`src/rtl/arb2_pkg.sv`:
```
// arb2_pkg: shared types and helpers for the two-requester mux arbiter.
//   state_t        - arbiter FSM states (idle, requester 0 owns, requester 1 owns)
//   beat_cnt_width - width of the per-packet beat counter for a given MAX_BEATS
package arb2_pkg;

  typedef enum logic [1:0] {
    IDLE = 2'b00,
    OWN0 = 2'b01,
    OWN1 = 2'b10
  } state_t;

  // The counter only has to reach MAX_BEATS-1; the floor of 1 bit keeps the
  // vector legal for degenerate parameter values.
  function automatic int beat_cnt_width(input int max_beats);
    return (max_beats > 1) ? $clog2(max_beats) : 1;
  endfunction

endpackage

```
`src/rtl/mux2_w.sv`:
```
// mux2_w: WIDTH-bit 2:1 multiplexer.
//   out - selected data (in0 when S=0, in1 when S=1)
//   in0 - data input 0
//   in1 - data input 1
//   S   - select
module mux2_w #(
  parameter int WIDTH = 8
) (
  output logic [WIDTH-1:0] out,
  input  logic [WIDTH-1:0] in0,
  input  logic [WIDTH-1:0] in1,
  input  logic             S
);

  genvar gi;
  generate
    for (gi = 0; gi < WIDTH; gi++) begin : g_bit
      assign out[gi] = S ? in1[gi] : in0[gi];
    end
  endgenerate

endmodule

```
`src/rtl/arb2_mux_ctrl.sv`:
```
// arb2_mux_ctrl: round-robin arbiter that shares one 2:1 mux datapath between
// two packet requesters. A grant lasts a whole packet; priority flips after
// every packet; packets longer than MAX_BEATS are cut at MAX_BEATS beats.
//   clk, rst                       - clock, synchronous active-high reset
//   in0_valid/ready/data/last      - requester 0 stream
//   in1_valid/ready/data/last      - requester 1 stream
//   out_valid/ready/data/last      - shared output stream
//   sel                            - current or most recent owner (mux select)
//   busy                           - a packet is currently owned
//   trunc_err                      - sticky flag, a packet was truncated
module arb2_mux_ctrl
  import arb2_pkg::*;
#(
  parameter int WIDTH     = 8,
  parameter int MAX_BEATS = 16
) (
  input  logic             clk,
  input  logic             rst,
  input  logic             in0_valid,
  output logic             in0_ready,
  input  logic [WIDTH-1:0] in0_data,
  input  logic             in0_last,
  input  logic             in1_valid,
  output logic             in1_ready,
  input  logic [WIDTH-1:0] in1_data,
  input  logic             in1_last,
  output logic             out_valid,
  input  logic             out_ready,
  output logic [WIDTH-1:0] out_data,
  output logic             out_last,
  output logic             sel,
  output logic             busy,
  output logic             trunc_err
);

  localparam int CNT_W = beat_cnt_width(MAX_BEATS);
  localparam logic [CNT_W-1:0] LAST_IDX = CNT_W'(MAX_BEATS - 1);

  state_t           state_reg, state_next;
  logic             sel_reg, sel_next;
  logic             prio_reg, prio_next;
  logic [CNT_W-1:0] beat_cnt_reg, beat_cnt_next;
  logic             trunc_err_reg, trunc_err_next;

  logic             at_limit;
  logic             own_valid;
  logic             own_last;
  logic             valid_raw;
  logic             ready0_raw;
  logic             ready1_raw;
  logic             last_comb;

  assign at_limit = (beat_cnt_reg == LAST_IDX);

  always_ff @(posedge clk) begin
    if (rst) begin
      state_reg     <= IDLE;
      sel_reg       <= 1'b0;
      prio_reg      <= 1'b0;
      beat_cnt_reg  <= '0;
      trunc_err_reg <= 1'b0;
    end else begin
      state_reg     <= state_next;
      sel_reg       <= sel_next;
      prio_reg      <= prio_next;
      beat_cnt_reg  <= beat_cnt_next;
      trunc_err_reg <= trunc_err_next;
    end
  end

  always_comb begin
    state_next     = state_reg;
    sel_next       = sel_reg;
    prio_next      = prio_reg;
    beat_cnt_next  = beat_cnt_reg;
    trunc_err_next = trunc_err_reg;
    own_valid      = 1'b0;
    own_last       = 1'b0;
    valid_raw      = 1'b0;
    ready0_raw     = 1'b0;
    ready1_raw     = 1'b0;
    last_comb      = 1'b0;

    case (state_reg)
      IDLE: begin
        if (in0_valid && in1_valid) begin
          state_next = prio_reg ? OWN1 : OWN0;
          sel_next   = prio_reg;
        end else if (in0_valid) begin
          state_next = OWN0;
          sel_next   = 1'b0;
        end else if (in1_valid) begin
          state_next = OWN1;
          sel_next   = 1'b1;
        end
      end
      OWN0: begin
        own_valid  = in0_valid;
        own_last   = in0_last;
        ready0_raw = out_ready;
      end
      OWN1: begin
        own_valid  = in1_valid;
        own_last   = in1_last;
        ready1_raw = out_ready;
      end
      default: state_next = IDLE;
    endcase

    if (state_reg == OWN0 || state_reg == OWN1) begin
      valid_raw = own_valid;
      // The limit forces a packet end even if the owner never raises last.
      last_comb = own_last | at_limit;
      if (own_valid && out_ready) begin
        if (last_comb) begin
          state_next    = IDLE;
          // Hand priority to the other requester for the next packet.
          prio_next     = (state_reg == OWN0);
          beat_cnt_next = '0;
          if (at_limit && !own_last) begin
            trunc_err_next = 1'b1;
          end
        end else begin
          beat_cnt_next = beat_cnt_reg + 1'b1;
        end
      end
    end
  end

  // Handshakes are blanked during reset so nothing moves in a reset cycle.
  assign out_valid = valid_raw  & ~rst;
  assign in0_ready = ready0_raw & ~rst;
  assign in1_ready = ready1_raw & ~rst;
  assign out_last  = last_comb;
  assign sel       = sel_reg;
  assign busy      = (state_reg != IDLE);
  assign trunc_err = trunc_err_reg;

  mux2_w #(
    .WIDTH(WIDTH)
  ) u_data_mux (
    .out(out_data),
    .in0(in0_data),
    .in1(in1_data),
    .S  (sel_reg)
  );

endmodule
```
`config.mk`:
```
export PLATFORM = sky130hd
export DESIGN_NAME = arb2_mux_ctrl
export DESIGN_NICKNAME = d
export VERILOG_FILES = /design/src/rtl/arb2_pkg.sv /design/src/rtl/mux2_w.sv /design/src/rtl/arb2_mux_ctrl.sv
export SDC_FILE = /design/constraint.sdc
export NUM_CORES = 1
export LEC_CHECK = 0
export BUFFER_PORTS_ARGS = -buffer_cell sky130_fd_sc_hd__buf_2
export CORE_MARGIN = 1.5
export CORE_UTILIZATION = 43
export CTS_CLUSTER_DIAMETER = 60
export DETAILED_ROUTE_END_ITERATION = 10
export PLACE_DENSITY = 0.88
export SLEW_MARGIN = 20
export SYNTH_ARGS = -nofsm -noshare
export SYNTH_HDL_FRONTEND = slang
export SYNTH_HIERARCHICAL = 1
export SYNTH_SLANG_ARGS = --single-unit
```
`constraint.sdc`:
```
create_clock -name clk -period 1.9 [get_ports clk]
set_clock_uncertainty 0.15 [all_clocks]
set_input_delay 0.19 -clock clk [delete_from_list [all_inputs] [get_ports clk]]
set_output_delay 0.19 -clock clk [all_outputs]
set_load 0.01 [all_outputs]
```
* After elaboration in Yosys (flattened, before gate mapping)
Index checks and enable logic that the tools add are counted.
Widths: inputs -> output; s select.
** Storage, ports and cells
- Flip-flop bits (word level) :: 9
- Output and inout port bits :: 15
- Logic and storage cells :: 53
** Cells by class
- $add $sub $neg :: 1
- Equality and inequality tests :: 3
- Multiplexer cells :: 26
- Bitwise logic cells :: 5
- Reductions and logical operators :: 13
** Operator list (count)
- $mux 1 :: 15
- $mux 2 :: 7
- $add 4x1->4 const B :: 1
- $eq 4x4->1 const B :: 1
- $mux 4 :: 1
- $pmux 1 s2 :: 2
- $pmux 2 s2 :: 1
- $reduce_and 2->1 :: 2
- $reduce_and 4->1 :: 1
- $and 1x1->1 :: 3
- $logic_and 1x1->1 :: 3
- $reduce_and 3->1 :: 1
- $reduce_bool 3->1 :: 1
- $eq 2x1->1 const B :: 1
- $eq 2x2->1 const B :: 1
- $logic_not 2->1 :: 1
- $reduce_bool 2->1 :: 1
- $reduce_or 2->1 :: 1
- $logic_not 1->1 :: 1
- $logic_or 1x1->1 :: 1
- $not 1->1 :: 1
- $or 1x1->1 :: 1

* Logic depth before layout (Yosys ltp)
- Word-level depth :: 7
- Depth in mapped cells :: 6
- Depth with buffers taken out :: 6

* By module
Netlist, hierarchy kept.
** Modules (own cells, without submodules)
- arb2_mux_ctrl :: instances 1, cells each 63, area each 561.8 sq um
- mux2_w :: instances 1, cells each 9, area each 131.4 sq um

* Worst setup path before layout
No wires, ideal clock.
- Path type :: reg-to-reg
- Start :: register state_reg[0]
- End :: register beat_cnt_reg[3]
- Arrival :: 1.418 ns
- Required time :: 1.680 ns
- Slack :: 0.262 ns
- Stages on the path, launching flop included :: 7
- Path buffers :: 0
- Period minus slack after synthesis :: 1.638 ns
- Path through :: dfxtp_1 > inv_1 > ha_1 > a22oi_2 > nand4_2 > or3_1 > a21oi_1
** On the way
- Longest elaborated chain between the ends :: 4
** RTL lines
- from (decl) :: line arb2_mux_ctrl.sv:39 : state_t state_reg, state_next;
- from (signal assigned) :: line arb2_mux_ctrl.sv:63 : state_reg <= state_next;
- $eq 2x2->1 or $eq 2x1->1 (tied branches) :: line arb2_mux_ctrl.sv:84, arb2_mux_ctrl.sv:110
- $pmux 1 s2 :: line arb2_mux_ctrl.sv:84 : case (state_reg)
- $or 1x1->1 or $logic_and 1x1->1 (tied branches) :: line arb2_mux_ctrl.sv:113, arb2_mux_ctrl.sv:114
- $mux 4 or $reduce_and 2->1 (tied branches)
- to (signal assigned) :: line arb2_mux_ctrl.sv:66 : beat_cnt_reg <= beat_cnt_next;
- to (decl) :: line arb2_mux_ctrl.sv:42 : logic [CNT_W-1:0] beat_cnt_reg, beat_cnt_next;
Parallel ways exist; a longest one is shown, timed or not.
A chain may end at the register's enable or synchronous reset.

* Worst setup path after layout
- Start :: register state_reg[1]
- End :: output out_last
** On the way
- Longest elaborated chain between the ends :: 4
** RTL lines
- $eq 2x2->1 or $eq 2x1->1 (tied branches) :: line arb2_mux_ctrl.sv:84, arb2_mux_ctrl.sv:110
- $pmux 1 s2 :: line arb2_mux_ctrl.sv:84
- $or 1x1->1 :: line arb2_mux_ctrl.sv:113 : last_comb = own_last | at_limit;
- $mux 1 * :: line arb2_mux_ctrl.sv:110 : if (state_reg == OWN0 || state_reg == OWN1) begin
- to (decl) :: line arb2_mux_ctrl.sv:30 : output logic out_last,
Every way passes the cells marked *; elsewhere a longest branch is shown, timed or not.

==> metrics list <==
- Outcome: finished, final reports clean
* Worst setup slack after layout: 18.38 ps
- For this run, the total global-route usage over all layers was measured as 0.1814.
* Unrepaired setup endpoints after global routing: yes
- The share of total power dissipated in the clock network is 0.288.
* I/O pin total: 38
- Clock tree synthesis selected as its root buffer the cell sky130_fd_sc_hd__clkbuf_4.
- Transition at the pin with the smallest max-transition slack: 504.4 ps
- Counting every net in the synthesized netlist gives 99.
* Area of the mapped netlist: 693.2 sq um
- Setup crit end kind: output port
- For this design, the CTS-stage hold fixing added 0 buffers.
- In the synthesized netlist the dominant register cell turns out to be sky130_fd_sc_hd__dfxtp_1.
- Count of vias placed by the detailed router: 698
- TritonCTS built the clock tree.
- The count of pins over their slew limit was 0.
* Clock transition at the register clock pins on the worst setup and hold paths after CTS: around 60 ps
* Post-layout util: 0.6105
* Global-route wire length before repair: approximately 2500 microns
* Worst skew pair latency: 280 ps
- Number of H-tree levels: 1
* Startpoint Class: register
- Registers take approximately 180 sq um.
* Max_slew headroom: 0.6633
* Part of the total power dissipated in combinational logic: 0.336
* Longest Clk Path Bufs: 2
- Mean Syn Cell Area: 9.627 sq um
- The number of antenna violations at the first check in global routing came to 0.
- Vias in the first global route: ~640
* Net switching power of the design: 177.2 uW
- The share of total power dissipated in sequential elements is 0.376.
- Once detailed placement completed, the half-perimeter wirelength came to 1214 microns.
* Final cell count without fillers: 127
- Highest net fanout along the worst path: 5
- Including well taps, the total number of placed cells is around 120.
- Initial cell density of the core: 0.4601
- Number of buffers inserted by port buffering: 37
* Sequential element share of the synthesized area: 0.2599
- In this run, synthesis produced a sequential element count of 9.
* Final count of negative-setup-slack endpoints: 0
* Drt first pass iters: 4
* Worst min path class: in2reg
- Floorplan row count: 14
* Post-synthesis async set-or-reset flop share: 0
- Flip-flop count of the largest register after layout: 4
- Synthesis handed over a netlist of just over 70 instances.
- Die outline width: 43.15 microns
* EDFF count, synth: 0
- DRC violations left: 0
- Clock tree synthesis inserted a total of 3 buffers.
* Antenna cell count: 0
- Before CTS, the worst setup slack after placement is approximately 100 ps.
- The critical path in this run is classified as reg2out.
* Share of final-layout standard cells stronger than drive strength 1: 0.5405
- Routability cong.: 0.9645
- Fraction of the cycle the final worst path needs: 0.9903
- Max-cap violations in this run came to 0.
- Final ANT Viol Nets: 0
* Layout overhead on the synthesized area: 32.67%
* Grt total ovfl: 0
- Most common cell after layout, fill and taps aside: sky130_fd_sc_hd__buf_2
* Average via count per standard cell: 5.496
- Highest-count cells in the layout ignoring fill and taps: 37 x sky130_fd_sc_hd__buf_2, 8 x sky130_fd_sc_hd__dfxtp_1, 8 x sky130_fd_sc_hd__mux2_4, 6 x sky130_fd_sc_hd__nand2_1, 5 x sky130_fd_sc_hd__a21oi_1
* Time the final worst path needs with I/O delays and setup: roughly 1900 ps
- The multi-input combinational cells in the finished layout cover a total of between 400 and 500 sq um.
- Power spread over the standard cell area amounts to 604.6 mW/mm^2.
- Required time reported for the critical path endpoint: 1560 ps
- The count of final hold-check violations came to 0.
- Summed over all cells, the static leakage comes to 0.0004459 uW.
- Of the total power, the share spent switching nets is 0.3187.
- CP Data Arrival Time: 1540 ps
* Average routed wire per standard cell: 12.94 microns
* Internal power of the cells: 378.8 uW
- Total Wirelength: 1643 microns
* Area of the core: 0.001506 sq mm
* Die Area: about 0.0019 sq mm
- Nets: roughly 140
- The Yosys step of the flow raised 6 warnings.
- Clock net sink count: 9
- Layout filler cell count: 130
- Highest ir drop seen on vdd: 0.0003544 V
- Number of design-rule violations left by the first detailed-router iteration: 11
* Height of the die: 43.15 microns
- Count of unique library cells instantiated by Yosys: 34
- Maximum number of pins on one net before global-route repair: 13
- Max Fclk: about 0.53 GHz
cells by family (layout without fill, tap and decap cells):
kind of cell	count (synthesis)	after routing	share of synthesized area
adders and majority gates	4	4	0.07221
buffers and inverters	7	46	0.06677
and+or+nand+nor	24	24	0.1895
DFF	9	9	0.2599
muxes	10	10	0.2040
AOI/OAI and AO/OA	18	18	0.2076
synthesized netlist by cell type (2+ instances only):
cell type	n	area [sq um]
sky130_fd_sc_hd__a21oi_1	5	25.02
sky130_fd_sc_hd__and3_1	2	12.51
sky130_fd_sc_hd__dfxtp_1	9	180.2
sky130_fd_sc_hd__ha_1	4	50.05
sky130_fd_sc_hd__inv_1	4	15.01
sky130_fd_sc_hd__mux2_4	8	120.1
sky130_fd_sc_hd__nand2_1	6	22.52
sky130_fd_sc_hd__nand3_1	3	15.01
sky130_fd_sc_hd__nor2_1	4	15.01
sky130_fd_sc_hd__nor3_1	2	10.01
sky130_fd_sc_hd__or3_1	2	12.51
cell type report:
cell class                      instances  share of cell area
Timing Repair Buffer                   38              0.2095
Multi-Input combinational cell         56              0.5265
Clock buffer                            4             0.02857
Tap cell                               16             0.02177
Inverter                                4             0.01633
Sequential cell                         9              0.1973
power by group through the flow:
stage / clock (uW) / sequential [uW] / combinational [uW]
2_1_floorplan: 0 / 206 / 130
3_3_place_gp: 0 / 211 / 168
3_5_place_dp: 0 / 212 / 170
4_1_cts: 162 / 208 / 174
5_1_grt: 167 / 211 / 206
6_report: 160 / 209 / 187
worst paths after layout:
path,from,end,slack [ps],cells past startpoint
setup / recovery,state_reg[1],out_last,20,5
hold / removal,rst,sel,70,2
setup reg to reg,state_reg[1],beat_cnt_reg[3],80,6
hold reg to reg,trunc_err,trunc_err,340,2
worst max-delay path, cell delays in order, from the launching register on:
cell	delay, ps
sky130_fd_sc_hd__dfxtp_1	320
sky130_fd_sc_hd__inv_1	160
sky130_fd_sc_hd__ha_2	280
sky130_fd_sc_hd__a22oi_2	120
sky130_fd_sc_hd__a21boi_0	220
sky130_fd_sc_hd__buf_2	170
metal layers:
metal  share of wire  global-route usage
met3            0.12             0.05106
met5               0                   0
met4           0.027              0.1273
met1            0.40              0.1912
met2            0.45              0.3045
timing repair:
item	4_1_cts	5_1_grt
gates resized for setup	1	4
setup buffers	0	1
gates cloned	0	0
endpoints found under the setup margin	1	4
pin swaps	0	1
metrics by stage:
step | power (uW) | TNS (ps) | hold slack [ps] | area (sq um)
floorplan | 335.9 | 0 | 228.5 | 693.2
global placement | 378.9 | 0 | 324.6 | 867.1
detailed placement | 382.3 | 0 | 304.3 | 867.1
CTS | 544.0 | 0 | 78.66 | 895.9
global route | 583.5 | -66.70 | 99.28 | 919.6
finish | 556.0 | 0 | 71.34 | 919.6
Power figures use the tool's default switching activity.
